### src/rtl/uart_rx_sampler.sv
// -----------------------------------------------------------------------------
// uart_rx_sampler
//
// Bit-timing and sampling stage of the UART receiver. Counts oversampling
// edges inside each bit period, takes a 3-sample majority vote around mid-bit
// and presents the resolved bit with a one-cycle strobe. Bit and frame
// boundary pulses are provided for the RX control FSM.
//
// Optional feature macro: UART_RX_SYNC_EN
//   defined   : rx_in passes through a two-flop synchronizer (reset to 1)
//               before sampling; line-to-sample latency grows by 2 cycles.
//   undefined : rx_in is sampled directly (caller keeps it synchronous).
//
// Ports
//   clk          in   system clock, rising edge
//   reset        in   asynchronous, active-high reset
//   rx_in        in   serial line, idles high
//   prescale     in   oversampling ratio (even, 4..32), stable while enabled
//   enable       in   counting enable, high for the whole frame
//   sampled_bit  out  majority-voted bit value
//   sample_valid out  strobe: sampled_bit has just been updated
//   start_glitch out  strobe: start bit resolved to 1 (false start)
//   bit_done     out  strobe: end of a bit period
//   frame_done   out  strobe: end of bit FRAME_BITS-1
//   edge_cnt     out  edge index within the bit, 0..prescale-1
//   bit_cnt      out  bit index within the frame, 0..FRAME_BITS-1
// -----------------------------------------------------------------------------
module uart_rx_sampler #(
  parameter int FRAME_BITS     = 11,
  parameter int PRESCALE_WIDTH = 6
) (
  input  logic                      clk,
  input  logic                      reset,
  input  logic                      rx_in,
  input  logic [PRESCALE_WIDTH-1:0] prescale,
  input  logic                      enable,
  output logic                      sampled_bit,
  output logic                      sample_valid,
  output logic                      start_glitch,
  output logic                      bit_done,
  output logic                      frame_done,
  output logic [PRESCALE_WIDTH-1:0] edge_cnt,
  output logic [3:0]                bit_cnt
);

  localparam logic [PRESCALE_WIDTH-1:0] ONE      = PRESCALE_WIDTH'(1);
  localparam logic [3:0]                LAST_BIT = 4'(FRAME_BITS - 1);

  // 3-input majority used for the mid-bit vote.
  function automatic logic maj3(input logic a, input logic b, input logic c);
    return (a & b) | (a & c) | (b & c);
  endfunction

  // ---------------------------------------------------------------------------
  // Line conditioning
  // ---------------------------------------------------------------------------
  logic rxs;

`ifdef UART_RX_SYNC_EN
  logic [1:0] sync_q;
  logic [1:0] sync_d;

  always_comb begin
    sync_d = {sync_q[0], rx_in};
  end

  // Both stages reset to the idle line level so no false start is seen.
  always_ff @(posedge clk or posedge reset) begin
    if (reset) begin
      sync_q <= 2'b11;
    end else begin
      sync_q <= sync_d;
    end
  end

  assign rxs = sync_q[1];
`else
  assign rxs = rx_in;
`endif

  // ---------------------------------------------------------------------------
  // Bit timing, sampling and vote
  // ---------------------------------------------------------------------------
  logic [PRESCALE_WIDTH-1:0] edge_cnt_q, edge_cnt_d;
  logic [3:0]                bit_cnt_q, bit_cnt_d;
  logic                      s0_q, s0_d;
  logic                      s1_q, s1_d;
  logic                      sampled_bit_q, sampled_bit_d;
  logic                      sample_valid_q, sample_valid_d;
  logic                      start_glitch_q, start_glitch_d;
  logic                      bit_done_q, bit_done_d;
  logic                      frame_done_q, frame_done_d;

  logic [PRESCALE_WIDTH-1:0] mid;
  logic [PRESCALE_WIDTH-1:0] mid_m1;
  logic [PRESCALE_WIDTH-1:0] mid_p1;
  logic [PRESCALE_WIDTH-1:0] last_edge;
  logic                      vote;

  assign mid       = prescale >> 1;
  assign mid_m1    = mid - ONE;
  assign mid_p1    = mid + ONE;
  assign last_edge = prescale - ONE;
  // Third sample is taken live from rxs in the vote cycle.
  assign vote      = maj3(s0_q, s1_q, rxs);

  always_comb begin
    edge_cnt_d     = edge_cnt_q;
    bit_cnt_d      = bit_cnt_q;
    s0_d           = s0_q;
    s1_d           = s1_q;
    sampled_bit_d  = sampled_bit_q;
    sample_valid_d = 1'b0;
    start_glitch_d = 1'b0;
    bit_done_d     = 1'b0;
    frame_done_d   = 1'b0;

    if (!enable) begin
      // Dropping enable always wins over any vote or boundary in this cycle;
      // sampled_bit keeps the last resolved value.
      edge_cnt_d = '0;
      bit_cnt_d  = '0;
      s0_d       = 1'b0;
      s1_d       = 1'b0;
    end else begin
      if (edge_cnt_q == last_edge) begin
        edge_cnt_d = '0;
        bit_done_d = 1'b1;
        if (bit_cnt_q == LAST_BIT) begin
          bit_cnt_d    = '0;
          frame_done_d = 1'b1;
        end else begin
          bit_cnt_d = bit_cnt_q + 4'd1;
        end
      end else begin
        edge_cnt_d = edge_cnt_q + ONE;
      end

      if (edge_cnt_q == mid_m1) begin
        s0_d = rxs;
      end
      if (edge_cnt_q == mid) begin
        s1_d = rxs;
      end
      // At prescale 4 the vote edge is also the last edge; both fire.
      if (edge_cnt_q == mid_p1) begin
        sampled_bit_d  = vote;
        sample_valid_d = 1'b1;
        start_glitch_d = (bit_cnt_q == 4'd0) && vote;
      end
    end
  end

  always_ff @(posedge clk or posedge reset) begin
    if (reset) begin
      edge_cnt_q     <= '0;
      bit_cnt_q      <= '0;
      s0_q           <= 1'b0;
      s1_q           <= 1'b0;
      sampled_bit_q  <= 1'b1;
      sample_valid_q <= 1'b0;
      start_glitch_q <= 1'b0;
      bit_done_q     <= 1'b0;
      frame_done_q   <= 1'b0;
    end else begin
      edge_cnt_q     <= edge_cnt_d;
      bit_cnt_q      <= bit_cnt_d;
      s0_q           <= s0_d;
      s1_q           <= s1_d;
      sampled_bit_q  <= sampled_bit_d;
      sample_valid_q <= sample_valid_d;
      start_glitch_q <= start_glitch_d;
      bit_done_q     <= bit_done_d;
      frame_done_q   <= frame_done_d;
    end
  end

  assign sampled_bit  = sampled_bit_q;
  assign sample_valid = sample_valid_q;
  assign start_glitch = start_glitch_q;
  assign bit_done     = bit_done_q;
  assign frame_done   = frame_done_q;
  assign edge_cnt     = edge_cnt_q;
  assign bit_cnt      = bit_cnt_q;

endmodule

### config.mk
export PLATFORM = sky130hd
export DESIGN_NAME = uart_rx_sampler
export DESIGN_NICKNAME = d
export VERILOG_FILES = /design/src/rtl/uart_rx_sampler.sv
export SDC_FILE = /design/constraint.sdc
export NUM_CORES = 1
export LEC_CHECK = 0
export ABC_AREA = 1
export CAP_MARGIN = 20
export CORE_MARGIN = 2
export CORE_UTILIZATION = 52
export DETAILED_ROUTE_END_ITERATION = 10
export PLACE_DENSITY = 0.79
export SETUP_SLACK_MARGIN = 0.15
export SYNTH_ARGS = -nofsm -noshare
export SYNTH_HDL_FRONTEND = slang
export SYNTH_SLANG_ARGS = --single-unit
### constraint.sdc
create_clock -name clk -period 1.58 [get_ports clk]
set_clock_uncertainty 0.1 [all_clocks]
set_input_delay 0.316 -clock clk [delete_from_list [all_inputs] [get_ports clk]]
set_output_delay 0.316 -clock clk [all_outputs]
set_load 0.005 [all_outputs]
==> results.yml, run 1 <==
power:
  internal-power_mw: 0.720
  seqPwrFrac: 0.413
  ir_drop_uv: 838
  leakagePower_nw: 1.18
  p_comb_frac: 0.375
  switchingPower_mw: 0.402
  power.density_mw_per_mm2: 511
  clkPwrFrac: 0.213
  switching_share: 0.358
  power_mw: 1.12
synth:
  synth-compound-area-share: 0.0142
  synth_cell_type_count: 21
  ys_async_sr_fraction: 1.00
  ys.flop_type: "dfrtp_1"
  synth_top_family_by_area: "simple AND/OR/NAND/NOR gates"
  ys_warn_count: 0
  synth-adder-area-share: 0.0779
  synth_edf_count: 0
  synthCells: 224
  seq_area_frac_synth: 0.302
  syn_avg_cell_area_um2: 6.31
  muxShareOfSynthArea: 0
  synth_nets: 242
  synth-simple-area-share: 0.466
  synth_area_mm2: 0.00141
  ys_ff_latch: 17
  synth-xor-area-share: 0.0372
timing:
  fmax_ghz: 0.630
  worstMarginPinSlew_ns: 0.337
  finalWorstSetupSlack_ns: -0.00702
  rsz0062_at_grt: "yes"
  finalCritPeriodShare: 1.00
  setup_viol: 1
  hold_ws_ns: 0.100
  hold_viol_final: 0
  period_minus_slack_ns: 1.59
  slew_violations: 0
  relSlewSlack: 0.773
critical_path:
  worstPathRequired_ns: 1.68
  endpoint: "s0_q$_DFFE_PP0P_"
  rr_worst_depth: 11
  crit_path_start_kind: "primary input"
  critPathKind: "primary input to flip-flop"
  rrSetupSlack_ns: 0
  critPathArrivalTime_ns: 1.69
  r2r_start: "edge_cnt[3]$_DFF_PP0_"
  crit_start: "prescale[2]"
  worstReg2RegEnd: "s0_q$_DFFE_PP0P_"
  critPathMaxFanout: 3
  end_kind: "flip-flop"
layout:
  largest_reg_flops: 6
  layout.nets: 304
  layout-drive-gt1-share: 0.425
  fill_cells: 136
  final_cell_mix: "nand2_1 (63), buf_4 (26), nand2_2 (23), nand3_1 (20), inv_1 (19)"
  syn_to_final_growth_pct: 55.4
  layout_commonest_cell: "nand2_1"
  antenna_cells: 0
  fin_area_mm2: 0.00220
floorplan:
  io_pins: 25
  fp.coreArea_mm2: 0.00252
  die_w_um: 56.1
  fp.dieH_um: 56.1
  die_area_mm2: 0.00315
  start_util: 0.560
  row_count: 18
global_route:
  grt.overflow.total: 0
  antenna_found_initial: 0
  grt_pass1_wl_mm: 7.05
  grtUsageTotal: 0.282
  grt_max_degree: 14
  grt_pass1_vias: 1621
detailed_routing:
  drc: 0
  drt_iter0_drc: 115
  vias: 1710
  drtAntennaViolNets: 0
  wire_per_inst_um: 15.7
  firstDrtPassIters: 4
  wirelength_mm: 4.95
  viasPerCell: 5.43
cts:
  worstSkewPairLatency_ns: 0.29
  cts_hold_buf: 0
  cts_tree: "done"
  cts_max_level: 1
  cts-root-buf: "clkbuf_4"
  cts_num_sinks: 17
  clock_path_buffers: 2
  cts.clk_slew.worst_paths_ns: 0.10
  numCtsBuffers: 3
placed_design:
  placed_cell_area_mm2: 0.00183
  globalplace.congestion: 0.821
  port_buffers: 24
  dp_hpwl_mm: 2.75
  place_ws_ns: -0.578
hold_path:
  hold_class: "primary input to async pin"
flow_run:
  cap_violations: 0
status:
  violations: "negative setup slack"
  status: "finished, violations left"
==> final cells by class <==
class | count | area [um2] | area share
Clock buffer | 3 | 22.5 | 0.0103
Clock inverter | 1 | 5.00 | 0.00228
Inverter | 32 | 140 | 0.0638
Multi-Input combinational cell | 173 | 1050 | 0.479
Sequential cell | 17 | 434 | 0.198
Tap cell | 30 | 37.5 | 0.0171
Timing Repair Buffer | 59 | 504 | 0.230
==> Yosys cell counts (2+ instances only) <==
cell type / instances / area (um2)
nand2_4: 2 / 22.5
inv_2: 4 / 15.0
inv_1: 28 / 105
nor2_2: 4 / 25.0
dfrtp_1: 16 / 400
nand2_1: 86 / 323
o21ai_0: 4 / 20.0
nand3_1: 28 / 140
nor2_1: 27 / 101
nand2_2: 2 / 12.5
xor2_1: 4 / 35.0
xnor2_1: 2 / 17.5
ha_1: 8 / 100
nand4_1: 2 / 12.5
==> stage by stage <==
| stage | setup TNS (ns) | cells | utilization |
|---|---|---|---|
| floorplan | 0 | 224 | - |
| global placement | -8.05 | 293 | 0.727 |
| detailed placement | -8.81 | 293 | 0.727 |
| CTS | 0 | 312 | 0.810 |
| global route | -0.294 | 315 | 0.871 |
| finish | -0.00702 | 315 | 0.871 |
==> timing repair <==
action,4_1_cts,5_1_grt
gates resized for setup,65,58
endpoints found under the setup margin,32,23
pin swaps,17,27
setup buffers,15,3
==> worst min path at each step <==
stage               cells past startpoint                 endpoint  slack [ns]
finish                                  2         s1_q$_DFFE_PP0P_        0.10
global route                            2         s1_q$_DFFE_PP0P_        0.12
CTS                                     2   sample_valid$_DFF_PP0_        0.10
detailed placement                      2  sampled_bit$_DFFE_PP1P_        0.35
global placement                        2  sampled_bit$_DFFE_PP1P_        0.35
floorplan                               1   bit_cnt[0]$_DFFE_PP0P_        0.14
==> per-layer routing <==
layer	global-route usage	part of all wire	wire, um
met5	0	0	0
met4	0.139	0.042	208
met3	0.0605	0.059	293
met2	0.445	0.51	2520
met1	0.363	0.39	1930
==> power by group through the flow <==
stage | Sequential [mW] | Combinational, mW | Clock [mW]
final | 0.463 | 0.421 | 0.239
after global routing | 0.465 | 0.453 | 0.262
after CTS | 0.462 | 0.337 | 0.233
after detailed placement | 0.481 | 0.291 | 0
after global placement | 0.480 | 0.285 | 0
after floorplan | 0.477 | 0.173 | 0
==> cells by family after synthesis <==
logic type / Yosys count
simple gates: 154
fa+ha+maj: 9
xor+xnor: 6
buf+inv: 34
compound gates: 4
flops: 17
==> worst max-delay path: stages <==
cell	delay, ns
clkdlybuf4s15_2	0.20
inv_2	0.07
ha_4	0.27
inv_1	0.04
nand2_1	0.09
nand2_2	0.10
nor2_2	0.11
nand2_1	0.08
nor2_2	0.13
nand4_1	0.14
nand2_1	0.09
inv_1	0.04
Power figures use the tool's default switching activity.
==> inputs of run 2 (changes only) <==
--- a/config.mk
+++ b/config.mk
@@ -9,6 +9,7 @@
 export CAP_MARGIN = 20
 export CORE_MARGIN = 2
 export CORE_UTILIZATION = 52
+export CTS_CLUSTER_DIAMETER = 100
 export DETAILED_ROUTE_END_ITERATION = 10
 export PLACE_DENSITY = 0.79
 export SETUP_SLACK_MARGIN = 0.15
==> results of run 2 <==
The final DEF is identical to that of run 1; final timing and power are the same.
==> inputs of run 3 (changes only) <==
--- a/config.mk
+++ b/config.mk
@@ -9,6 +9,7 @@
 export CAP_MARGIN = 20
 export CORE_MARGIN = 2
 export CORE_UTILIZATION = 52
+export CTS_BUF_LIST = sky130_fd_sc_hd__clkbuf_16
 export CTS_CLUSTER_DIAMETER = 100
 export DETAILED_ROUTE_END_ITERATION = 10
 export PLACE_DENSITY = 0.79
==> constraint.sdc (replaced) <==
create_clock -name clk -period 1.58 [get_ports clk]
set_clock_uncertainty 0.1 [all_clocks]
set_input_delay 0.474 -clock clk [delete_from_list [all_inputs] [get_ports clk]]
set_output_delay 0.474 -clock clk [all_outputs]
set_load 0.005 [all_outputs]
==> results.yml, run 3 <==
status:
  status: "stopped before the end"
  stop_stage: "global routing (5_1_grt)"
  toolErrorMsg: "[ERROR DPL-0033] detailed placement checks failed during check placement."
synth:
  synth-simple-area-share: 0.466
  seq_area_frac_synth: 0.302
  synth_top_area_cell: "dfrtp_1"
  syn_avg_cell_area_um2: 6.31
  ys_ff_latch: 17
  synth-adder-area-share: 0.0779
  synth-xor-area-share: 0.0372
  synth-compound-area-share: 0.0142
  synth_cell_type_count: 21
  synth_top_family_by_area: "simple AND/OR/NAND/NOR gates"
  synth.area.top_cells: "dfrtp_1 (28%), nand2_1 (23%), nand3_1 (9.9%)"
  synth.most_common_cell: "nand2_1"
  synth_area_mm2: 0.00141
  ys_top_cells_by_count: "nand2_1 (86), inv_1 (28), nand3_1 (28), nor2_1 (27), dfrtp_1 (16)"
  ys_async_sr_fraction: 1.00
  synth_edf_count: 0
  synthCells: 224
  muxShareOfSynthArea: 0
  synth_top_area_share: 0.283
  ys.flop_type: "dfrtp_1"
  ys_warn_count: 0
  synth_nets: 242
floorplan:
  die_w_um: 56.1
  row_count: 18
  fp.dieH_um: 56.1
  io_pins: 25
  start_util: 0.560
timing:
  worst_endpoint_kind: "register input"
  grt-worst-endpoint: "edge_cnt[2]$_DFF_PP0_/D"
cts:
  cts-root-buf: "clkbuf_16"
  numCtsBuffers: 3
  cts_hold_buf: 0
  cts_num_sinks: 17
  cts_max_level: 1
  clock_path_buffers: 2
global_route:
  grt_max_degree: 18
  antenna_found_initial: 0
placed_design:
  globalplace.congestion: 0.840
  place_ws_ns: -0.710
  port_buffers: 24
  placed_cell_area_mm2: 0.00191
  dp_hpwl_mm: 2.78
## run 3: kinds of logic after synthesis
logic type	count (synthesis)
fa+ha+maj	9
compound gates	4
flops	17
xor+xnor	6
simple gates	154
buf+inv	34
## run 3: stage by stage
stage	std cells	util	hold WS [ns]
2_1_floorplan	224	-	0.299
3_3_place_gp	302	0.758	0.351
3_5_place_dp	302	0.758	0.358
4_1_cts	316	0.875	0.365
## run 3: repair_timing
action                                  CTS
pin swaps                                25
buffers inserted                         10
endpoints found under the setup margin   32
gates resized for setup                 121
endpoints found under the hold margin     0
==> inputs of run 4 (changes only) <==
==> config.mk (replaced) <==
export PLATFORM = sky130hd
export DESIGN_NAME = uart_rx_sampler
export DESIGN_NICKNAME = d
export VERILOG_FILES = /design/src/rtl/uart_rx_sampler.sv
export SDC_FILE = /design/constraint.sdc
export NUM_CORES = 1
export LEC_CHECK = 0
export ABC_AREA = 1
export CAP_MARGIN = 20
export CORE_AREA = 2 2 63 65
export DETAILED_ROUTE_END_ITERATION = 10
export DIE_AREA = 0 0 65 67
export PLACE_DENSITY_LB_ADDON = 0.15
export SYNTH_ARGS = -nofsm -noshare
export SYNTH_HDL_FRONTEND = slang
export SYNTH_SLANG_ARGS = --single-unit
==> results.yml, run 4 (synthesis gave the netlist of run 1 again) <==
power:
  ir_drop_uv: 511
  leakagePower_nw: 1.21
  power_mw: 1.13
  power.density_mw_per_mm2: 532
timing:
  worstMarginPinSlew_ns: 0.359
  finalWorstSetupSlack_ns: -0.0121
  fmax_ghz: 0.628
  finalCritPeriodShare: 1.01
  relSlewSlack: 0.760
  hold_viol_final: 0
  setup_viol: 6
  period_minus_slack_ns: 1.59
  rsz0062_at_grt: "yes"
  slew_violations: 0
layout:
  fin_cells: 335
  multiInputGateArea_um2: 958
  final_cell_mix: "nand2_1 (76), buf_4 (33), nand3_1 (24), inv_1 (23), nor2_1 (17)"
  layout_commonest_cell: "nand2_1"
  syn_to_final_growth_pct: 50.5
  seq_area_um2: 428
  layout.nets: 306
  fill_cells: 333
  layout-drive-gt1-share: 0.338
  antenna_cells: 0
  largest_reg_flops: 6
critical_path:
  cpPeakStageDelay_ns: 0.26
  critPathArrivalTime_ns: 1.69
  end_kind: "flip-flop"
  worstPathRequired_ns: 1.67
  path_cells: "buf_4 -> inv_8 -> ha_4 -> or2_2 -> nand2_1 -> nor2_2 -> inv_1 -> nor2_2 -> nand2_4 -> nand2_4 -> nor2_2"
  critPathMaxFanout: 7
  cpMostUsedCell: "nor2_2"
  critPathKind: "primary input to flip-flop"
  cpLargestDelayFamily: "simple AND/OR/NAND/NOR gates"
  crit_slowest_cell: "or2_2"
  critPathBufInv: 3
  crit_path_start_kind: "primary input"
cts:
  cts_max_level: 1
  clock_path_buffers: 2
  cts_tree: "done"
  worstSkewPairLatency_ns: 0.26
  cts_num_sinks: 17
  cts.clk_slew.worst_paths_ns: 0.07
  numCtsBuffers: 3
  cts_hold_buf: 0
  cts-root-buf: "clkbuf_8"
detailed_routing:
  firstDrtPassIters: 4
  drt_iter0_drc: 94
  drtAntennaViolNets: 0
  viasPerCell: 4.66
  wire_per_inst_um: 11.4
  vias: 1562
  drc: 0
  wirelength_mm: 3.83
floorplan:
  die_area_mm2: 0.00436
  fp.dieH_um: 67
  fp.coreArea_mm2: 0.00361
  die_w_um: 65
  io_pins: 25
  start_util: 0.392
  row_count: 22
flow_run:
  cap_violations: 0
global_route:
  grtUsageTotal: 0.192
  grt_max_degree: 13
  grt.overflow.total: 0
  antenna_found_initial: 0
  grt_pass1_vias: 1479
  grt_pass1_wl_mm: 6.42
placed_design:
  globalplace.congestion: 0.900
  port_buffers: 24
  dp.cells: 319
  dp_hpwl_mm: 2.88
hold_path:
  hold_class: "flip-flop to flip-flop"
status:
  violations: "negative setup slack"
  status: "finished, violations left"
==> run 4: final cells by class <==
| type | count | area share |
|---|---|---|
| flip-flops and latches | 17 | 0.201 |
| repair buffers | 61 | 0.234 |
| inverters | 32 | 0.0636 |
| clock inverters | 1 | 0.00235 |
| well taps | 48 | 0.0283 |
| multi-input cells | 173 | 0.451 |
| clock buffers | 3 | 0.0194 |
==> run 4: what timing repair did <==
action	CTS	global route
setup endpoints to repair	32	19
gates resized for setup	55	30
buffers inserted	9	3
pin swaps	11	18
==> run 4: tightest hold or removal path, stage by stage, from the launching register on <==
cell     delay [ns]
dfstp_2        0.37
nand2_1        0.05
nand2_1        0.04
==> run 4: metal layers <==
layer | vias to the layer above | wire [um] | GRT usage
met5 | - | 0 | 0
met4 | 0 | 59 | 0.0585
met3 | 6 | 190 | 0.0456
met2 | 41 | 1840 | 0.329
met1 | 703 | 1740 | 0.239
li1 | 812 | - | -
==> run 4: per-stage QoR <==
step	util	cell area (um2)	TNS [ns]	hold slack [ns]	setup slack [ns]
floorplan	-	1440	-0.488	0.299	-0.0571
finish	0.590	2130	-0.0405	0.365	-0.0121
detailed placement	0.531	1920	-11.43	0.356	-0.722
global route	0.590	2130	-1.00	0.382	-0.111
CTS	0.573	2070	-0.449	0.366	-0.0687
global placement	0.531	1920	-11.32	0.349	-0.721
==> run 4: worst paths after layout <==
check                                   startpoint                 endpoint  slack [ns]  cells after the start
hold reg to reg            sampled_bit$_DFFE_PP1P_  sampled_bit$_DFFE_PP1P_        0.37                      2
setup / recovery                       prescale[1]    edge_cnt[3]$_DFF_PP0_       -0.01                     11
setup reg to reg             edge_cnt[3]$_DFF_PP0_    edge_cnt[1]$_DFF_PP0_           0                     12
hold / removal             sampled_bit$_DFFE_PP1P_  sampled_bit$_DFFE_PP1P_        0.37                      2
max in group asynchronous                    reset    edge_cnt[2]$_DFF_PP0_        0.63                      3
min in group asynchronous                    reset     frame_done$_DFF_PP0_        0.38                      2
==> run 4: power by group <==
group	switching [mW]	internal [mW]
Clock	0.153	0.175
Combinational	0.195	0.147
Sequential	0.00809	0.452
Total	0.356	0.775
